==> src/rtl/snn_syn_pkg.sv <==
// Shared definitions for the synapse row fetcher: FSM encoding, synapse
// memory address composition and the bit layout of a buffered weight beat.
package snn_syn_pkg;

  typedef enum logic [1:0] {
    ST_IDLE  = 2'd0,
    ST_FETCH = 2'd1,
    ST_DRAIN = 2'd2,
    ST_DONE  = 2'd3
  } fetch_state_e;

  // Weight beat layout, LSB first: last flag, post index, pre index, weight data.
  localparam int BEAT_LAST_BIT = 0;

  function automatic int beat_width(input int dw, input int saw, input int pw);
    return dw + saw + pw + 1;
  endfunction

  function automatic int beat_post_lsb();
    return 1;
  endfunction

  function automatic int beat_pre_lsb(input int pw);
    return 1 + pw;
  endfunction

  function automatic int beat_data_lsb(input int saw, input int pw);
    return 1 + pw + saw;
  endfunction

  // Row-major synapse address: the presynaptic index selects a row of 2**post_w.
  function automatic logic [31:0] syn_addr(input logic [31:0] pre,
                                           input logic [31:0] post,
                                           input int          post_w);
    return (pre << post_w) | post;
  endfunction

endpackage

==> src/rtl/syn_weight_fifo.sv <==
// Synchronous FIFO for weight beats. Head data is read straight from the
// storage registers and forced to zero while empty so idle outputs stay clean.
module syn_weight_fifo #(
  parameter int WIDTH = 8,
  parameter int DEPTH = 4
) (
  input  logic                           clk,
  input  logic                           rst_n,
  input  logic                           wr_en_i,
  input  logic [WIDTH-1:0]               wr_data_i,
  input  logic                           rd_en_i,
  output logic                           rd_valid_o,
  output logic [WIDTH-1:0]               rd_data_o,
  output logic [$clog2(DEPTH+1)-1:0]     count_o
);

  localparam int CNTW = $clog2(DEPTH+1);
  localparam int PTRW = (DEPTH > 1) ? $clog2(DEPTH) : 1;

  logic [WIDTH-1:0] mem_q [DEPTH];
  logic [PTRW-1:0]  wr_ptr_q, rd_ptr_q;
  logic [CNTW-1:0]  count_q;
  logic             do_rd, do_wr;

  assign do_rd      = rd_en_i && (count_q != '0);
  assign do_wr      = wr_en_i && ((count_q != CNTW'(DEPTH)) || do_rd);
  assign rd_valid_o = (count_q != '0);
  assign rd_data_o  = rd_valid_o ? mem_q[rd_ptr_q] : '0;
  assign count_o    = count_q;

  // Storage array; contents are don't-care until written.
  always_ff @(posedge clk) begin
    if (do_wr) mem_q[wr_ptr_q] <= wr_data_i;
  end

  // Pointers and occupancy, wrapping for non-power-of-two depths.
  always_ff @(posedge clk) begin
    if (!rst_n) begin
      wr_ptr_q <= '0;
      rd_ptr_q <= '0;
      count_q  <= '0;
    end else begin
      if (do_wr) wr_ptr_q <= (wr_ptr_q == PTRW'(DEPTH-1)) ? '0 : wr_ptr_q + 1'b1;
      if (do_rd) rd_ptr_q <= (rd_ptr_q == PTRW'(DEPTH-1)) ? '0 : rd_ptr_q + 1'b1;
      count_q <= count_q + CNTW'(do_wr) - CNTW'(do_rd);
    end
  end

endmodule

==> src/rtl/synapse_row_fetch.sv <==
// Streams one row of synaptic weights per popped presynaptic spike, one read
// per cycle, with credit-based flow control into the output buffer.
//
// state | meaning
// IDLE  | waiting for start
// FETCH | popping spikes and issuing row reads
// DRAIN | FIFO empty; waiting for in-flight reads and buffer to empty
// DONE  | one-cycle batch-complete pulse
module synapse_row_fetch
  import snn_syn_pkg::*;
#(
  parameter int DATA_WIDTH = 8,
  parameter int SPIKE_AW   = 10,
  parameter int POST_W     = 4,
  parameter int NUM_POST   = 16,
  parameter int ADDR_WIDTH = 14,
  parameter int MEM_LAT    = 1,
  parameter int OUT_DEPTH  = 4
) (
  input  logic                  clk,
  input  logic                  rst_n,
  input  logic                  i_start_fetch,
  input  logic [SPIKE_AW-1:0]   i_spike_addr_fifo_data,
  input  logic                  i_spike_addr_fifo_valid,
  output logic                  o_spike_addr_fifo_rden,
  output logic                  o_syn_mem_rden,
  output logic [ADDR_WIDTH-1:0] o_syn_mem_addr,
  input  logic [DATA_WIDTH-1:0] i_syn_mem_rdata,
  output logic                  o_weight_valid,
  input  logic                  i_weight_ready,
  output logic [DATA_WIDTH-1:0] o_weight_data,
  output logic [SPIKE_AW-1:0]   o_weight_pre_idx,
  output logic [POST_W-1:0]     o_weight_post_idx,
  output logic                  o_weight_last,
  output logic                  o_busy,
  output logic                  o_fetch_done,
  output logic [SPIKE_AW:0]     o_spike_count
);

  localparam int BW       = beat_width(DATA_WIDTH, SPIKE_AW, POST_W);
  localparam int POST_LSB = beat_post_lsb();
  localparam int PRE_LSB  = beat_pre_lsb(POST_W);
  localparam int DATA_LSB = beat_data_lsb(SPIKE_AW, POST_W);
  localparam int OCW      = $clog2(OUT_DEPTH+1);
  localparam int CW       = OCW + 1;
  localparam logic [POST_W-1:0] LAST_POST = POST_W'(NUM_POST-1);

  fetch_state_e        state_q;
  logic                busy_q, done_q;
  logic [SPIKE_AW:0]   spike_cnt_q;
  logic                row_active_q;
  logic [SPIKE_AW-1:0] pre_q;
  logic [POST_W-1:0]   post_q;
  logic [CW-1:0]       inflight_q;
  logic [MEM_LAT-1:0]  tag_vld_q;
  logic [SPIKE_AW-1:0] tag_pre_q  [MEM_LAT];
  logic [POST_W-1:0]   tag_post_q [MEM_LAT];

  logic [OCW-1:0] occ;
  logic           credit_ok, issue, row_end, pop_spike, ret_vld, buf_pop;
  logic [BW-1:0]  wr_beat, rd_beat;

  // Credit uses registered counts only, so ready never reaches the read strobe.
  assign credit_ok = ({1'b0, occ} + inflight_q) < CW'(OUT_DEPTH);
  assign issue     = row_active_q && credit_ok;
  assign row_end   = issue && (post_q == LAST_POST);
  assign pop_spike = (state_q == ST_FETCH) && i_spike_addr_fifo_valid &&
                     (!row_active_q || row_end);
  assign ret_vld   = tag_vld_q[MEM_LAT-1];
  assign buf_pop   = o_weight_valid && i_weight_ready;

  assign o_spike_addr_fifo_rden = pop_spike;
  assign o_syn_mem_rden         = issue;
  assign o_syn_mem_addr         = ADDR_WIDTH'(syn_addr(32'(pre_q), 32'(post_q), POST_W));
  assign o_busy                 = busy_q;
  assign o_fetch_done           = done_q;
  assign o_spike_count          = spike_cnt_q;

  // Batch sequencing plus the saturating per-batch spike counter.
  always_ff @(posedge clk) begin
    if (!rst_n) begin
      state_q     <= ST_IDLE;
      busy_q      <= 1'b0;
      done_q      <= 1'b0;
      spike_cnt_q <= '0;
    end else begin
      done_q <= 1'b0;
      case (state_q)
        ST_IDLE: if (i_start_fetch) begin
          state_q     <= ST_FETCH;
          busy_q      <= 1'b1;
          spike_cnt_q <= '0;
        end
        ST_FETCH: if (!row_active_q && !i_spike_addr_fifo_valid) state_q <= ST_DRAIN;
        ST_DRAIN: if (occ == '0 && inflight_q == '0) begin
          state_q <= ST_DONE;
          done_q  <= 1'b1;
        end
        ST_DONE: begin
          state_q <= ST_IDLE;
          busy_q  <= 1'b0;
        end
        default: begin
          state_q <= ST_IDLE;
          busy_q  <= 1'b0;
        end
      endcase
      if (pop_spike && spike_cnt_q != '1) spike_cnt_q <= spike_cnt_q + 1'b1;
    end
  end

  // Row walker: a pop in the row's final issue cycle chains straight into the next row.
  always_ff @(posedge clk) begin
    if (!rst_n) begin
      row_active_q <= 1'b0;
      pre_q        <= '0;
      post_q       <= '0;
    end else if (pop_spike) begin
      row_active_q <= 1'b1;
      pre_q        <= i_spike_addr_fifo_data;
      post_q       <= '0;
    end else if (row_end) begin
      row_active_q <= 1'b0;
    end else if (issue) begin
      post_q <= post_q + 1'b1;
    end
  end

  // Tag pipeline aligned with memory latency; reset drops returns still in flight.
  always_ff @(posedge clk) begin
    if (!rst_n) begin
      tag_vld_q  <= '0;
      inflight_q <= '0;
      for (int i = 0; i < MEM_LAT; i++) begin
        tag_pre_q[i]  <= '0;
        tag_post_q[i] <= '0;
      end
    end else begin
      tag_vld_q[0]  <= issue;
      tag_pre_q[0]  <= pre_q;
      tag_post_q[0] <= post_q;
      for (int i = 1; i < MEM_LAT; i++) begin
        tag_vld_q[i]  <= tag_vld_q[i-1];
        tag_pre_q[i]  <= tag_pre_q[i-1];
        tag_post_q[i] <= tag_post_q[i-1];
      end
      inflight_q <= inflight_q + CW'(issue) - CW'(ret_vld);
    end
  end

  // Pack returning data with its tags into a beat.
  always_comb begin
    wr_beat = '0;
    wr_beat[DATA_LSB +: DATA_WIDTH] = i_syn_mem_rdata;
    wr_beat[PRE_LSB +: SPIKE_AW]    = tag_pre_q[MEM_LAT-1];
    wr_beat[POST_LSB +: POST_W]     = tag_post_q[MEM_LAT-1];
    wr_beat[BEAT_LAST_BIT]          = (tag_post_q[MEM_LAT-1] == LAST_POST);
  end

  syn_weight_fifo #(
    .WIDTH (BW),
    .DEPTH (OUT_DEPTH)
  ) u_out_buf (
    .clk        (clk),
    .rst_n      (rst_n),
    .wr_en_i    (ret_vld),
    .wr_data_i  (wr_beat),
    .rd_en_i    (buf_pop),
    .rd_valid_o (o_weight_valid),
    .rd_data_o  (rd_beat),
    .count_o    (occ)
  );

  assign o_weight_data     = rd_beat[DATA_LSB +: DATA_WIDTH];
  assign o_weight_pre_idx  = rd_beat[PRE_LSB +: SPIKE_AW];
  assign o_weight_post_idx = rd_beat[POST_LSB +: POST_W];
  assign o_weight_last     = rd_beat[BEAT_LAST_BIT];

endmodule

==> config.mk <==
export PLATFORM = sky130hd
export DESIGN_NAME = synapse_row_fetch
export DESIGN_NICKNAME = d
export VERILOG_FILES = /design/src/rtl/snn_syn_pkg.sv /design/src/rtl/syn_weight_fifo.sv /design/src/rtl/synapse_row_fetch.sv
export SDC_FILE = /design/constraint.sdc
export NUM_CORES = 1
export LEC_CHECK = 0
export ABC_CLOCK_PERIOD_IN_PS = 2800
export CORE_ASPECT_RATIO = 0.6
export CORE_MARGIN = 3
export CORE_UTILIZATION = 25
export DETAILED_ROUTE_END_ITERATION = 12
export PLACE_DENSITY = 0.4
export SLEW_MARGIN = 0
export SYNTH_ARGS = -nofsm -noshare
export SYNTH_HDL_FRONTEND = slang
export SYNTH_SLANG_ARGS = --single-unit
==> constraint.sdc <==
create_clock -name clk -period 2.8 [get_ports clk]
set_input_delay 0.56 -clock clk [delete_from_list [all_inputs] [get_ports clk]]
set_output_delay 0.56 -clock clk [all_outputs]
set_load 0.02 [all_outputs]
==> Word-level counts from Yosys, hierarchy flattened <==
Memories as Yosys holds them, arrays and structs flattened. A register that Yosys moved wholly into a read port is not among the register bits.
Index checks and enable logic that the tools add are counted.
{ "op_classes": {"n_addsub": 9, "magnitude_cmp": 1, "eq_ne": 12, "muxes": 25, "bitwise": 3, "n_reduce_logical": 30} }
{ "op_table": {"columns": ["cell", "n"], "rows": [
  ["2-to-1 mux 11 bit", 3],
  ["2-to-1 mux 23 bit", 1],
  ["2-to-1 mux 2 bit", 7],
  ["bitwise OR 14 x 4 -> 14 bit", 1],
  ["adder 11 x 1 -> 11 bit (second input constant)", 1],
  ["!= test 11 bit (second input constant)", 1],
  ["logical AND 1 bit", 10],
  ["2-to-1 mux 1 bit", 10],
  ["2-to-1 mux 10 bit", 1],
  ["OR reduction 10 bit", 1],
  ["== test 2 bit (second input constant)", 4],
  ["== test 4 bit (second input constant)", 2],
  ["one-hot mux 2 bit (4 select lines)", 1],
  ["AND reduction 2 bit", 4],
  ["nonzero test 2 bit", 4],
  ["adder 2 x 1 -> 2 bit (second input constant)", 2],
  ["adder 3 x 4 -> 4 bit", 1],
  ["adder 4 x 1 -> 4 bit", 1],
  ["adder 4 x 1 -> 4 bit (second input constant)", 1],
  ["logical NOT 4 bit", 1],
  ["less-than comparator 4 x 3 -> 1 bit (second input constant)", 1],
  ["2-to-1 mux 4 bit", 1],
  ["!= test 2 bit (second input constant)", 2],
  ["OR reduction 4 bit", 1],
  ["other kinds (15)", 18]
]} }
{ "word_totals": {"ff_bits": 42, "ram_bits": 106, "word_cells": 95, "memories": 3} }
{ "memory_table": {"columns": ["memory", "depth", "word_bits", "read_ports", "rd_ports_with_merged_regs", "write_ports", "line_no", "text"], "rows": [
  ["u_out_buf.mem_q", 4, 23, 1, 1, 1, "syn_weight_fifo.sv:20", "logic [WIDTH-1:0] mem_q [DEPTH];"],
  ["tag_pre_q", 1, 10, 1, 0, 1, "synapse_row_fetch.sv:56", "logic [SPIKE_AW-1:0] tag_pre_q [MEM_LAT];"],
  ["tag_post_q", 1, 4, 1, 0, 1, "synapse_row_fetch.sv:57", "logic [POST_W-1:0] tag_post_q [MEM_LAT];"]
]} }

==> Depth between registers and ports, before layout <==
{ "depth": {"depth_word": 9, "mapped_depth": 10, "ltp_nobuf": 10} }

==> Modules after synthesis <==
From an unflattened synthesis, not the netlist that was laid out.
{ "hier_totals": {"cells_unflattened": 438, "hier_area_um2": 6147.1} }
{ "modules_own_cells": {"columns": ["module", "instances", "cells_each", "area_each_um2", "seq_area_each_um2"], "rows": [
  ["syn_weight_fifo", 1, 197, 3982.6, 2942.8],
  ["synapse_row_fetch", 1, 241, 2164.6, 980.9]
]} }

==> Worst setup path before layout <==
Ideal clock, no wire load.
{ "synth_path": {"path_kind": "register -> register", "startpoint": "register inflight_q[1]", "endpoint": "register inflight_q[2]", "arrival_time_ns": 2.393, "path_slack_ns": 0.293, "stages_incl_launch_ff": 11, "period_less_slack_ns": 2.507, "cell_sequence": "dfxtp_1 > ha_1 > a31o_4 > nor4_4 > nor2_2 > and2b_1 > ha_1 > inv_1 > fa_1 > xnor2_1 > and2_1"} }
{ "synth_via": {"elab_chain_cells": 5} }
{ "synth_rtl": {"columns": ["item", "line_no", "text"], "rows": [
  ["start, declared", "synapse_row_fetch.sv:54", "logic [CW-1:0] inflight_q;"],
  ["start signal, assigned", "synapse_row_fetch.sv:147", "inflight_q <= inflight_q + CW'(issue) - CW'(ret_vld);"],
  ["adder 3 x 4 -> 4 bit", "synapse_row_fetch.sv:64", "assign credit_ok = ({1'b0, occ} + inflight_q) < CW'(OUT_DEPTH);"],
  ["less-than comparator 4 x 3 -> 1 bit", "synapse_row_fetch.sv:64", null],
  ["logical AND 1 bit", "synapse_row_fetch.sv:65", "assign issue = row_active_q && credit_ok;"],
  ["net o_syn_mem_rden", "synapse_row_fetch.sv:26", "output logic o_syn_mem_rden,"],
  ["adder 4 x 1 -> 4 bit", "synapse_row_fetch.sv:147", null],
  ["subtractor 4 x 1 -> 4 bit", "synapse_row_fetch.sv:147", null]
]} }
The timed path passes the listed nets, and every way through them passes these cells.
A chain may end at the register's enable or synchronous reset.

==> Worst setup path after layout <==
{ "layout_path": {"startpoint": "register u_out_buf.count_q[1], in the netlist u_out_buf.count_o[1]", "endpoint": "output o_spike_addr_fifo_rden"} }
{ "layout_via": {"elab_chain_cells": 6} }
{ "layout_rtl": {"columns": ["item", "line_no", "text"], "rows": [
  ["start, declared", "syn_weight_fifo.sv:22", "logic [CNTW-1:0] count_q;"],
  ["start signal, assigned", "syn_weight_fifo.sv:45", "count_q <= count_q + CNTW'(do_wr) - CNTW'(do_rd);"],
  ["adder 3 x 4 -> 4 bit", "synapse_row_fetch.sv:64", null],
  ["less-than comparator 4 x 3 -> 1 bit", "synapse_row_fetch.sv:64", null],
  ["logical AND 1 bit", "synapse_row_fetch.sv:65", null],
  ["logical AND 1 bit", "synapse_row_fetch.sv:66", "assign row_end = issue && (post_q == LAST_POST);"],
  ["logical OR 1 bit", "synapse_row_fetch.sv:68", "(!row_active_q || row_end);"],
  ["logical AND 1 bit", "synapse_row_fetch.sv:67", "assign pop_spike = (state_q == ST_FETCH) && i_spike_addr_fifo_valid &&"],
  ["end, declared", "synapse_row_fetch.sv:25", "output logic o_spike_addr_fifo_rden,"]
]} }
Every way passes these cells.

==> results_dict.tcl <==
set metrics [dict create \
    status "finished clean" \
    total_power_w 0.00675 \
    final-max-slew-violation-count 0 \
    drt-initial-drc-count 97 \
    seq_area_frac_synth_pct 64.4 \
    grt_max_degree 40 \
    regArea_um2 3930 \
    post_cts_buffers 0 \
    portBuffers 75 \
    dpl-instance-area_um2 7400 \
    htree_levels 4 \
    wire_per_inst_um 16.1 \
    antenna_found_initial 0 \
    rsz0062_at_grt "false" \
    fp-row-count 43 \
    r2r_start "u_out_buf.count_o[1]$_SDFF_PN0_" \
    finalClockSkew_ps 5.79 \
    clockBufferDepth 2 \
    syn_to_final_growth_pct 31.2 \
    max_freq_mhz 372 \
    postSynthAreaPerCell_um2 14.5 \
    die_area_um2 26400 \
    r2r_end "inflight_q[2]$_SDFF_PN0_" \
    layout.core_utilization_pct 34.0 \
    layout_commonest_cell "edfxtp_1" \
    cp.required_ps 2240 \
    tightest_slew_ps 510 \
    synth_flop_cell "edfxtp_1" \
    dp_hpwl_mm 9.03 \
    core-area_um2 23500 \
    synthArstFlopShare_pct 0 \
    cts_root_buf "clkbuf_16" \
    max-vdd-ir-drop_mv 0.449 \
    insertion_delay_ps 420 \
    period_share_pct 95.9 \
    grt_overflow 0 \
    netlist_area_um2 6100 \
    cts_tree "yes" \
    drt-total-wl_mm 13.7 \
    hold_buffers 0 \
    worst_r2r_path_depth 11 \
    grt_pass1_wl_mm 22.1 \
    synthCells 420 \
    cts.sinks 150 \
    finalHoldViolCount 0 \
    fillers 2321 \
    crit_path_end "o_spike_addr_fifo_rden" \
    viasPerCell 4.18 \
    vias 3543 \
    drc_errors 0 \
    ios 76 \
    worstSetupPathType "flop to output pin" \
    arrival_ps 2130 \
    synth.distinct_cells 55 \
    r2r_setup_slack_ps 260 \
    setup_violations 0 \
    fin_nets 564 \
    drt_pass1_iterations 4 \
    fin_crit_ps 2690 \
    drv_cap 0 \
    die_w_um 208 \
    grt_usage_pct 11.0 \
    die_h_um 127 \
    multi_input_area_um2 2040 \
    synth-edff-count 92 \
    startpoint "u_out_buf.count_o[1]$_SDFF_PN0_" \
    whs_ps 465 \
    fin_area_um2 8000 \
    ant_nets 0 \
    start_util_pct 25.9 \
    max_slew_margin_pct 65.8 \
    yosysWarnings 0 \
    ys_ff_latch 150 \
    critPathLaunchType "flop" \
    clkTransAtPathRegs_ps 60 \
    antenna_cells 0 \
    gp_congestion 0.720 \
    cts_buffers 17 \
    worstPathMaxFanout 4 \
    drive_above_1_share_pct 16.5 \
    hp-class "flop to flop" \
    grt_pass1_vias 3786 \
    cp-end-kind "output pin" \
    final_cell_mix "edfxtp_1 (92), dfxtp_1 (56), clkdlybuf4s50_1 (50), and2_1 (49), nand2_1 (37)" \
    p_leak_nw 2.88 \
    synth_nets 465 \
    p_per_area_nw_per_um2 844 \
]
==> routing by layer <==
metal	up-vias	GRT usage [%]	share of wire [%]
li1	1724	-	-
met1	1748	15.0	50
met2	58	16.2	43
met3	13	4.18	5.4
met4	0	3.59	1.2
met5	-	0	0
==> cell type report <==
cell class | count | share of cell area, %
Timing Repair Buffer | 96 | 11.9
Multi-Input combinational cell | 236 | 25.5
Tap cell | 315 | 4.93
Inverter | 18 | 0.845
Clock inverter | 13 | 2.25
Clock buffer | 19 | 5.54
Sequential cell | 150 | 49.1
==> power breakdown <==
group	internal [W]	switching, W	total, W
clock	0.00151	0.000899	0.00241
sequential	0.00248	0.000105	0.00259
combinational	0.000814	0.000943	0.00176
==> synth_stat cells (all sizes together) (3+ instances only) <==
master   n  share of area, %
a21boi  12               1.5
nor3     4              0.33
mux2i    5               1.0
inv     18               1.1
edfxtp  92                45
nand2   37               2.3
mux4    23               8.5
clkbuf  10              0.62
and4b    3              0.49
buf      6              0.57
dfxtp   58                19
nand3    9              0.74
xnor2    4              0.57
a22o     3              0.43
nor2b    7              0.72
ha      20               4.1
nor2    12              0.90
a21oi    8              0.72
o21ai    6              0.55
and2    49               5.0
xor2     6              0.86
==> how the worst min path moves through the flow <==
| stage | startpoint | endpoint | slack [ps] | cells after the start |
|---|---|---|---|---|
| after global routing | tag_pre_q[0][8]$_SDFF_PN0_ | u_out_buf.mem_q[3][13]$_DFFE_PP_ | 500 | 0 |
| final | pre_q[5]$_SDFFE_PN0P_ | pre_q[5]$_SDFFE_PN0P_ | 470 | 2 |
| after CTS | pre_q[5]$_SDFFE_PN0P_ | pre_q[5]$_SDFFE_PN0P_ | 470 | 2 |
| after detailed placement | tag_pre_q[0][7]$_SDFF_PN0_ | u_out_buf.mem_q[3][12]$_DFFE_PP_ | 460 | 0 |
| after floorplan | tag_pre_q[0][5]$_SDFF_PN0_ | u_out_buf.mem_q[0][10]$_DFFE_PP_ | 440 | 0 |
| after global placement | pre_q[5]$_SDFFE_PN0P_ | pre_q[5]$_SDFFE_PN0P_ | 460 | 2 |
==> cell families after synthesis <==
kind of cell               count (synthesis)  share of synthesized area [%]
DFF                                      150                           64.4
and+or+nand+nor                          132                           12.0
buffers and inverters                     34                           2.30
AOI/OAI and AO/OA                         43                           5.38
xor gates and xnor gates                  10                           1.44
muxes                                     29                           9.71
adders and majority gates                 22                           4.76
==> through the flow <==
step | std cells | TNS [ps] | setup slack (ps)
global placement | 815 | -134 | -134
CTS | 847 | 0 | 6.32
detailed placement | 815 | -150 | -150
global route | 847 | 0 | 1.11
floorplan | 420 | 0 | 293
finish | 847 | 0 | 114
==> sequential cells by signal, summed over array words and instances (netlist names), 2 cells and up, named ones only <==
register	flops
inflight_q	4
o_spike_count	11
post_q	4
pre_q	10
state_q	2
tag_post_q	4
tag_pre_q	10
u_out_buf.count_o	3
u_out_buf.mem_q	92
u_out_buf.rd_ptr_q	2
u_out_buf.wr_ptr_q	2
==> critical path, stage by stage, from the launching register on <==
cell	delay (ps)
dfxtp_2	340
ha_1	280
a31o_4	250
nor4_4	230
o21ba_4	220
nor2_4	40
inv_2	80
clkdlybuf4s15_2	270
==> what timing repair did <==
action                                 4_1_cts  5_1_grt
setup endpoints to repair                   25        2
endpoints found under the hold margin        0        0
gates cloned                                 0        0
resized for setup                           27        4
pin swaps                                    0        0
(Power assumes the default switching activity.)
